==> src/rtl/alu_issue.sv <==
// Initiator-side sequencer for the ALU command interface: issues one request at a
// time, splits 128-bit add/sub into two chained 64-bit passes, and times out a silent ALU.
module alu_issue #(
  parameter int LEN_DATA     = 64,
  parameter int LEN_TYPE_ALU = 4,
  parameter int TIMEOUT      = 255
) (
  input  logic                    clk,
  input  logic                    rst,
  input  logic                    req_valid,
  output logic                    req_ready,
  input  logic [LEN_TYPE_ALU-1:0] req_code,
  input  logic [2*LEN_DATA-1:0]   req_a,
  input  logic [2*LEN_DATA-1:0]   req_b,
  input  logic                    req_cin,
  output logic                    rsp_valid,
  input  logic                    rsp_ready,
  output logic [2*LEN_DATA-1:0]   rsp_result,
  output logic                    rsp_cout,
  output logic                    rsp_err,
  output logic                    alu_en,
  output logic [LEN_TYPE_ALU-1:0] alu_code,
  output logic [LEN_DATA-1:0]     alu_a,
  output logic [LEN_DATA-1:0]     alu_b,
  output logic                    alu_cin,
  input  logic [LEN_DATA-1:0]     alu_result,
  input  logic                    alu_cout,
  input  logic                    alu_rdy
);

  localparam logic [2:0] S_IDLE     = 3'd0;
  localparam logic [2:0] S_ISSUE_LO = 3'd1;
  localparam logic [2:0] S_WAIT_LO  = 3'd2;
  localparam logic [2:0] S_ISSUE_HI = 3'd3;
  localparam logic [2:0] S_WAIT_HI  = 3'd4;
  localparam logic [2:0] S_RESP     = 3'd5;

  localparam int                    CW       = $clog2(TIMEOUT + 1);
  localparam logic [CW-1:0]         CNT_LAST = CW'(TIMEOUT - 1);
  localparam logic [LEN_TYPE_ALU-1:0] C_ADD64  = LEN_TYPE_ALU'(1);
  localparam logic [LEN_TYPE_ALU-1:0] C_ADD128 = LEN_TYPE_ALU'(12);
  localparam logic [LEN_TYPE_ALU-1:0] C_SUB128 = LEN_TYPE_ALU'(13);

  logic [2:0]              r_state;
  logic [LEN_TYPE_ALU-1:0] r_code;
  logic [LEN_DATA-1:0]     r_a_hi;
  logic [LEN_DATA-1:0]     r_b_hi;
  logic [LEN_DATA-1:0]     r_lo;
  logic [CW-1:0]           r_cnt;
  logic [2*LEN_DATA-1:0]   r_rsp_result;
  logic                    r_rsp_cout;
  logic                    r_rsp_err;
  logic                    r_alu_en;
  logic [LEN_TYPE_ALU-1:0] r_alu_code;
  logic [LEN_DATA-1:0]     r_alu_a;
  logic [LEN_DATA-1:0]     r_alu_b;
  logic                    r_alu_cin;

  logic w_req_legal;
  logic w_req_wide;
  logic w_req_sub;
  logic w_wide;
  logic w_sub;
  logic w_timeout;

  assign w_req_legal = (req_code != '0) && (req_code <= C_SUB128);
  assign w_req_wide  = (req_code == C_ADD128) || (req_code == C_SUB128);
  assign w_req_sub   = (req_code == C_SUB128);
  assign w_wide      = (r_code == C_ADD128) || (r_code == C_SUB128);
  assign w_sub       = (r_code == C_SUB128);
  assign w_timeout   = (r_cnt == CNT_LAST);

  assign req_ready  = rst && (r_state == S_IDLE);
  assign rsp_valid  = (r_state == S_RESP);
  assign rsp_result = r_rsp_result;
  assign rsp_cout   = r_rsp_cout;
  assign rsp_err    = r_rsp_err;
  assign alu_en     = r_alu_en;
  assign alu_code   = r_alu_code;
  assign alu_a      = r_alu_a;
  assign alu_b      = r_alu_b;
  assign alu_cin    = r_alu_cin;

  // ALU drive registers are loaded on the edge entering an ISSUE state so that
  // alu_en and its operands are valid for exactly that state and held afterwards.
  always_ff @(posedge clk) begin
    if (!rst) begin
      r_state      <= S_IDLE;
      r_code       <= '0;
      r_a_hi       <= '0;
      r_b_hi       <= '0;
      r_lo         <= '0;
      r_cnt        <= '0;
      r_rsp_result <= '0;
      r_rsp_cout   <= 1'b0;
      r_rsp_err    <= 1'b0;
      r_alu_en     <= 1'b0;
      r_alu_code   <= '0;
      r_alu_a      <= '0;
      r_alu_b      <= '0;
      r_alu_cin    <= 1'b0;
    end else begin
      r_alu_en <= 1'b0;
      case (r_state)
        S_IDLE: begin
          if (req_valid) begin
            r_code <= req_code;
            r_a_hi <= req_a[2*LEN_DATA-1:LEN_DATA];
            r_b_hi <= req_b[2*LEN_DATA-1:LEN_DATA];
            if (!w_req_legal) begin
              r_rsp_result <= '0;
              r_rsp_cout   <= 1'b0;
              r_rsp_err    <= 1'b1;
              r_state      <= S_RESP;
            end else begin
              r_alu_en   <= 1'b1;
              r_alu_code <= w_req_wide ? C_ADD64 : req_code;
              r_alu_a    <= req_a[LEN_DATA-1:0];
              r_alu_b    <= w_req_sub ? ~req_b[LEN_DATA-1:0] : req_b[LEN_DATA-1:0];
              r_alu_cin  <= w_req_wide ? w_req_sub : req_cin;
              r_cnt      <= '0;
              r_state    <= S_ISSUE_LO;
            end
          end
        end
        S_ISSUE_LO: r_state <= S_WAIT_LO;
        S_WAIT_LO: begin
          if (alu_rdy) begin
            if (w_wide) begin
              // Low-half carry chains straight into the high pass.
              r_lo       <= alu_result;
              r_alu_en   <= 1'b1;
              r_alu_code <= C_ADD64;
              r_alu_a    <= r_a_hi;
              r_alu_b    <= w_sub ? ~r_b_hi : r_b_hi;
              r_alu_cin  <= alu_cout;
              r_cnt      <= '0;
              r_state    <= S_ISSUE_HI;
            end else begin
              r_rsp_result <= {{LEN_DATA{1'b0}}, alu_result};
              r_rsp_cout   <= alu_cout;
              r_rsp_err    <= 1'b0;
              r_state      <= S_RESP;
            end
          end else if (w_timeout) begin
            r_rsp_result <= '0;
            r_rsp_cout   <= 1'b0;
            r_rsp_err    <= 1'b1;
            r_state      <= S_RESP;
          end else begin
            r_cnt <= r_cnt + CW'(1);
          end
        end
        S_ISSUE_HI: r_state <= S_WAIT_HI;
        S_WAIT_HI: begin
          if (alu_rdy) begin
            r_rsp_result <= {alu_result, r_lo};
            r_rsp_cout   <= alu_cout;
            r_rsp_err    <= 1'b0;
            r_state      <= S_RESP;
          end else if (w_timeout) begin
            r_rsp_result <= '0;
            r_rsp_cout   <= 1'b0;
            r_rsp_err    <= 1'b1;
            r_state      <= S_RESP;
          end else begin
            r_cnt <= r_cnt + CW'(1);
          end
        end
        S_RESP: begin
          if (rsp_ready) r_state <= S_IDLE;
        end
        default: r_state <= S_IDLE;
      endcase
    end
  end

endmodule

==> config.mk <==
export PLATFORM = sky130hd
export DESIGN_NAME = alu_issue
export DESIGN_NICKNAME = d
export VERILOG_FILES = /design/src/rtl/alu_issue.sv
export SDC_FILE = /design/constraint.sdc
export NUM_CORES = 1
export LEC_CHECK = 0
export ABC_AREA = 1
export CAP_MARGIN = 10
export CORE_UTILIZATION = 30
export DETAILED_ROUTE_END_ITERATION = 8
export PLACE_DENSITY_LB_ADDON = 0.05
export SYNTH_ARGS = -nofsm -noshare
export SYNTH_HDL_FRONTEND = slang
export SYNTH_SLANG_ARGS = --single-unit
export TNS_END_PERCENT = 1
==> constraint.sdc <==
create_clock -name clk -period 1.66 [get_ports clk]
set_input_delay 0.166 -clock clk [delete_from_list [all_inputs] [get_ports clk]]
set_output_delay 0.166 -clock clk [all_outputs]
set_load 0.01 [all_outputs]
* After elaboration in Yosys (flattened, before gate mapping)
Index checks and enable logic that the tools add are counted.
Storage, ports and cells: flip-flop bits (word level) 471, bits in latches 0, RAM bits 0, ROM bits 0, input port bits 331, output and inout bits 266, logic and storage cells 116, memories 0
Cells by class: add/sub/neg operators 1, multiply operators 0, divide/modulo/power cells 0, order comparisons 1, equal/unequal tests 19, shift-type cells 0, mux-type cells 65, bitwise logic cells 2, reductions and logical operators 14
Operator list (count):
- 128-bit two-way mux | 6
- 64-bit two-way mux | 10
- 128-bit one-hot mux with 3 select lines | 1
- 64-bit one-hot mux with 2 select lines | 2
- 64-bit inverter | 2
- 8-bit two-way mux | 6
- 8-bit one-hot mux with 3 select lines | 1
- 1-bit two-way mux | 21
- 3-bit two-way mux | 7
- 4-bit two-way mux | 5
- 3-bit one-hot mux with 6 select lines | 1
- 4-bit == test, second input constant | 4
- 2-bit inequality test, second input constant | 6
- 5-bit AND reduction | 2
- 8-bit by 1-bit adder with 8-bit output, second input constant | 1
- 8-bit == test, second input constant | 1
- 4-bit one-hot mux with 2 select lines | 1
- 3-bit by 2-bit == test with 1-bit output, second input constant | 2
- 3-bit == test, second input constant | 2
- 3-bit inequality test, second input constant | 2
- 1-bit one-hot mux with 3 select lines | 2
- 4-bit <= comparator, second input constant | 1
- 1-bit one-hot mux with 2 select lines | 2
- 2-bit AND reduction | 2
- 10 further kinds | 12

* Longest topological paths before layout
word-level depth 6, depth in mapped cells 13, gate-level depth less buffers 11

* Worst setup path before layout
OpenSTA, ideal clock, no wires.
kind register -> register, from reg r_cnt[0], to reg r_cnt[5], setup time 0.132 ns, arrival time 1.461 ns, data required time 1.528 ns, path slack 0.066 ns, stages on the path, launching flop included 11, path buffers 2, clock period less this slack 1.594 ns, path through dfxtp_1 > inv_1 > ha_1 > nand2_1 > nor2_1 > nand2_1 > buf_2 > buf_1 > nand2_1 > o21ai_0 > a21oi_1
On the way: longest elaborated chain between the ends 4, elaborated cells on any way between the ends 6, those cells by class 1 x add/sub; 1 x eq/ne; 4 x mux
RTL lines:
- start: declaration | line 49 | logic [CW-1:0] r_cnt;
- start signal: assignment | line 151 | r_cnt <= r_cnt + CW'(1);
- start signal: assignment | line 167 | r_cnt <= r_cnt + CW'(1);
- 8-bit by 1-bit adder with 8-bit output or 8-bit == test (tied branches) | line 151, 167, 71
- 8-bit two-way mux * | line 145, 161
- 8-bit two-way mux (on tied branches) | line 156, 128
- 8-bit one-hot mux with 3 select lines * | line 104 | case (r_state)
Every way passes the cells marked *; elsewhere a longest branch is shown, timed or not. The select of a mux whose other input is x is not followed. A chain may end at the register's enable or synchronous reset.

* Worst setup path after layout
from reg r_state[2], to out rsp_valid
On the way: longest elaborated chain between the ends 1
RTL lines:
- start: declaration | line 44 | logic [2:0] r_state;
- start signal: assignment | line 88 | r_state <= S_IDLE;
- start signal: assignment | line 114 | r_state <= S_RESP;
- start signal: assignment | line 122 | r_state <= S_ISSUE_LO;
- 3-bit == test | line 74 | assign rsp_valid = (r_state == S_RESP);
- end: declaration | line 16 | output logic rsp_valid,
Every way passes these cells.

==> metrics <==
DR WL met3 between 6000 and 7000 um; final worst path period need between 1500 and 2000 ps; post-layout util 43.88%; dpl cells roughly 4700; CP Capture Type primary output; post-route insts no fill 4776; nets@finish approximately 4000; CP Class reg -> out; Routability Congestion between 0.8 and 0.9; post-synthesis sequential area ratio a little over two fifths; RSZ-0062 raised after global routing true; ANT nets after route 0; Reg clk slew, reported paths about 60 ps; CTS tree yes; vias in the first global route 22566; Post-Syn Area 0.02183 mm2; actual slew at the worst max-slew pin 690.3 ps; mean area per synthesized cell just under 7 um2; DR iter-0 viols 1545; final wirelength 87840 um; Yosys reg bits around 470; Max FO, Critical Path 5; Post-Syn Nets 3555; Setup Skew 10.81 ps; Yosys top cell area share between 40% and 50%; Highest Signal Layer met5; largest net degree at the start of global routing about 140; wire length of the first global-routing pass about 130000 um; asr flop ratio synth 0%; port bufs 596; crit path launch r_state[2]; largest area contributor in the netlist dfxtp_1; top cells by area, synth dfxtp_1 (43%), o21ai_0 (14%), nand2_1 (12%); CTS buffer count 55; Finish-stage setup viols 27; P_leak roughly 14 nW; max cap viols 0; Initial DRT Pass Iterations 7; num rows 98; Die Span Y between 200 and 300 um; Synth top cells by count nand2_1 (683), o21ai_0 (599), nor2_1 (496); final hold vios 0; CTS sink cnt about 470; # H-tree levels 2; Clock Latency Late Sink ~610 ps; most common cell in the netlist nand2_1; worst vdd ir around 0.76 mV; routed length on met1 37170 um; vias per cell around 4.8; Post-synth EDFFs 0; Hold/Removal Path Class in -> reg; Synth Instances roughly 3200; status finished with violations; Hold Slack around 150 ps; Overflow after GRT 0; hold_sp req_b[106]; Crit-path slowest cell dfxtp_1; Syn-to-layout area delta 44.15%; Core ar. around 0.07 mm2; initial antenna violation count 23; DR DRC count 0; Synth warnings 0; CP required 1490 ps; starting density of the core a little under a third; Pins Over Slew Limit 0; WL per Instance approximately 18 um; R2R Setup Slk -30 ps; DP HPWL around 61000 um; Max clock buf depth 3; failing checks negative setup slack; CTS root buffer clkbuf_16; Yosys cell types 28; Critical Path, Cell by Cell inv_2, nor3_2, clkdlybuf4s15_2; Critical Path Start Type flip-flop; detailed-route via count 23129; Max-slew headroom 53.98%; Fmax between 0.5 and 0.6 GHz; crit path DAT 1560 ps; Reg2Reg Launch Point r_state[2]; gr usage total approximately 23%; Top Ports about 600; share of cells above drive strength 1 between 8 and 9%; setup ws final -68.93 ps; die area roughly 0.074 mm2; CP peak stage delay between 300 and 400 ps; WL met2 between 40000 and 50000 um; Power per Cell Area about 1300 mW/mm2; die width about 270 um; final period utilization 104.2%; ys flop type dfxtp_1
-- through the flow --
step	instance area [um2]	setup TNS [ps]	power, mW	setup WS, ps
final	31470	-499.1	40.04	-68.93
after global routing	31470	-12510	42.64	-152.8
after CTS	31130	-710.8	40.18	-245.5
after detailed placement	29800	-56350	29.54	-309.8
after global placement	29800	-48870	29.33	-267.3
after floorplan	21830	0	22.00	66.47
-- cells in the final DEF (no fill, tap or decap), types with 8 or more instances in the layout --
master | synthesis | routed
dfxtp_1 | 471 | 464
nand2_1 | 683 | 679
a21oi_1 | 259 | 256
inv_1 | 215 | 208
dlygate4sd2_1 | 0 | 263
nor2_1 | 496 | 468
buf_4 | 6 | 103
o21ai_1 | 52 | 82
buf_12 | 0 | 49
clkbuf_1 | 157 | 21
nor2_2 | 2 | 25
nand3_1 | 22 | 18
a221oi_1 | 63 | 61
clkbuf_16 | 0 | 57
clkdlybuf4s50_1 | 0 | 329
o21ai_0 | 599 | 563
diode_2 | 0 | 8
buf_6 | 0 | 12
xor2_1 | 73 | 73
-- final timing paths --
check | endpoint | cells past startpoint
max reg2reg | rsp_result[18] | 10
min | r_b_hi[42] | 3
min reg2reg | r_a_hi[53] | 2
max | rsp_valid | 3
-- per-layer routing --
layer  global-route usage [%]  up-vias
li1                         -    11574
met1                    28.46    10728
met2                    38.10      664
met3                    6.298      135
met4                    6.209       28
met5                        0        -
-- cell type report --
cell class | count | area [um2]
Tap cell | 950 | 1189
Antenna cell | 8 | 20.02
Clock buffer | 81 | 1524
Multi-Input combinational cell | 2269 | 10700
Clock inverter | 10 | 86.33
Fill cell | 7423 | 40260
Sequential cell | 471 | 9440
Timing Repair Buffer | 767 | 7660
Inverter | 220 | 853.3
-- kinds of logic after synthesis --
| group | Yosys count | share of synthesized area, % |
|---|---|---|
| compound gates | 976 | 23.48 |
| xor+xnor | 74 | 2.968 |
| fa+ha+maj | 2 | 0.1146 |
| buf+inv | 482 | 8.905 |
| flops | 471 | 43.19 |
| simple gates | 1217 | 21.35 |
-- worst max-delay path, delay by kind of cell, from the launching register on --
kind	cells	cell delay [ps]
buffers and inverters	2	380
flip-flops	1	350
AND/OR/NAND/NOR	1	220
-- power by group --
group	switching [mW]	internal, mW
logic	8.06	5.81
clock network	4.95	6.43
registers	1.32	13.5
-- flip-flops by register name (all words and copies together) (netlist names) --
name,count
alu_cin,1
rsp_result,128
r_a_hi,64
alu_a,64
r_lo,64
rsp_err,1
alu_b,64
r_b_hi,64
alu_code,4
r_code,4
alu_en,1
r_cnt,8
rsp_cout,1
r_state,3
-- repair_timing --
action,CTS,global route
hold buffers,1,0
gates cloned,0,2
gates resized for setup,284,121
endpoints found under the hold margin,13,0
pin swaps,2,9
buffers inserted,0,1
endpoints found under the setup margin,452,355
Note: power is estimated with default switching activity, not from simulation.
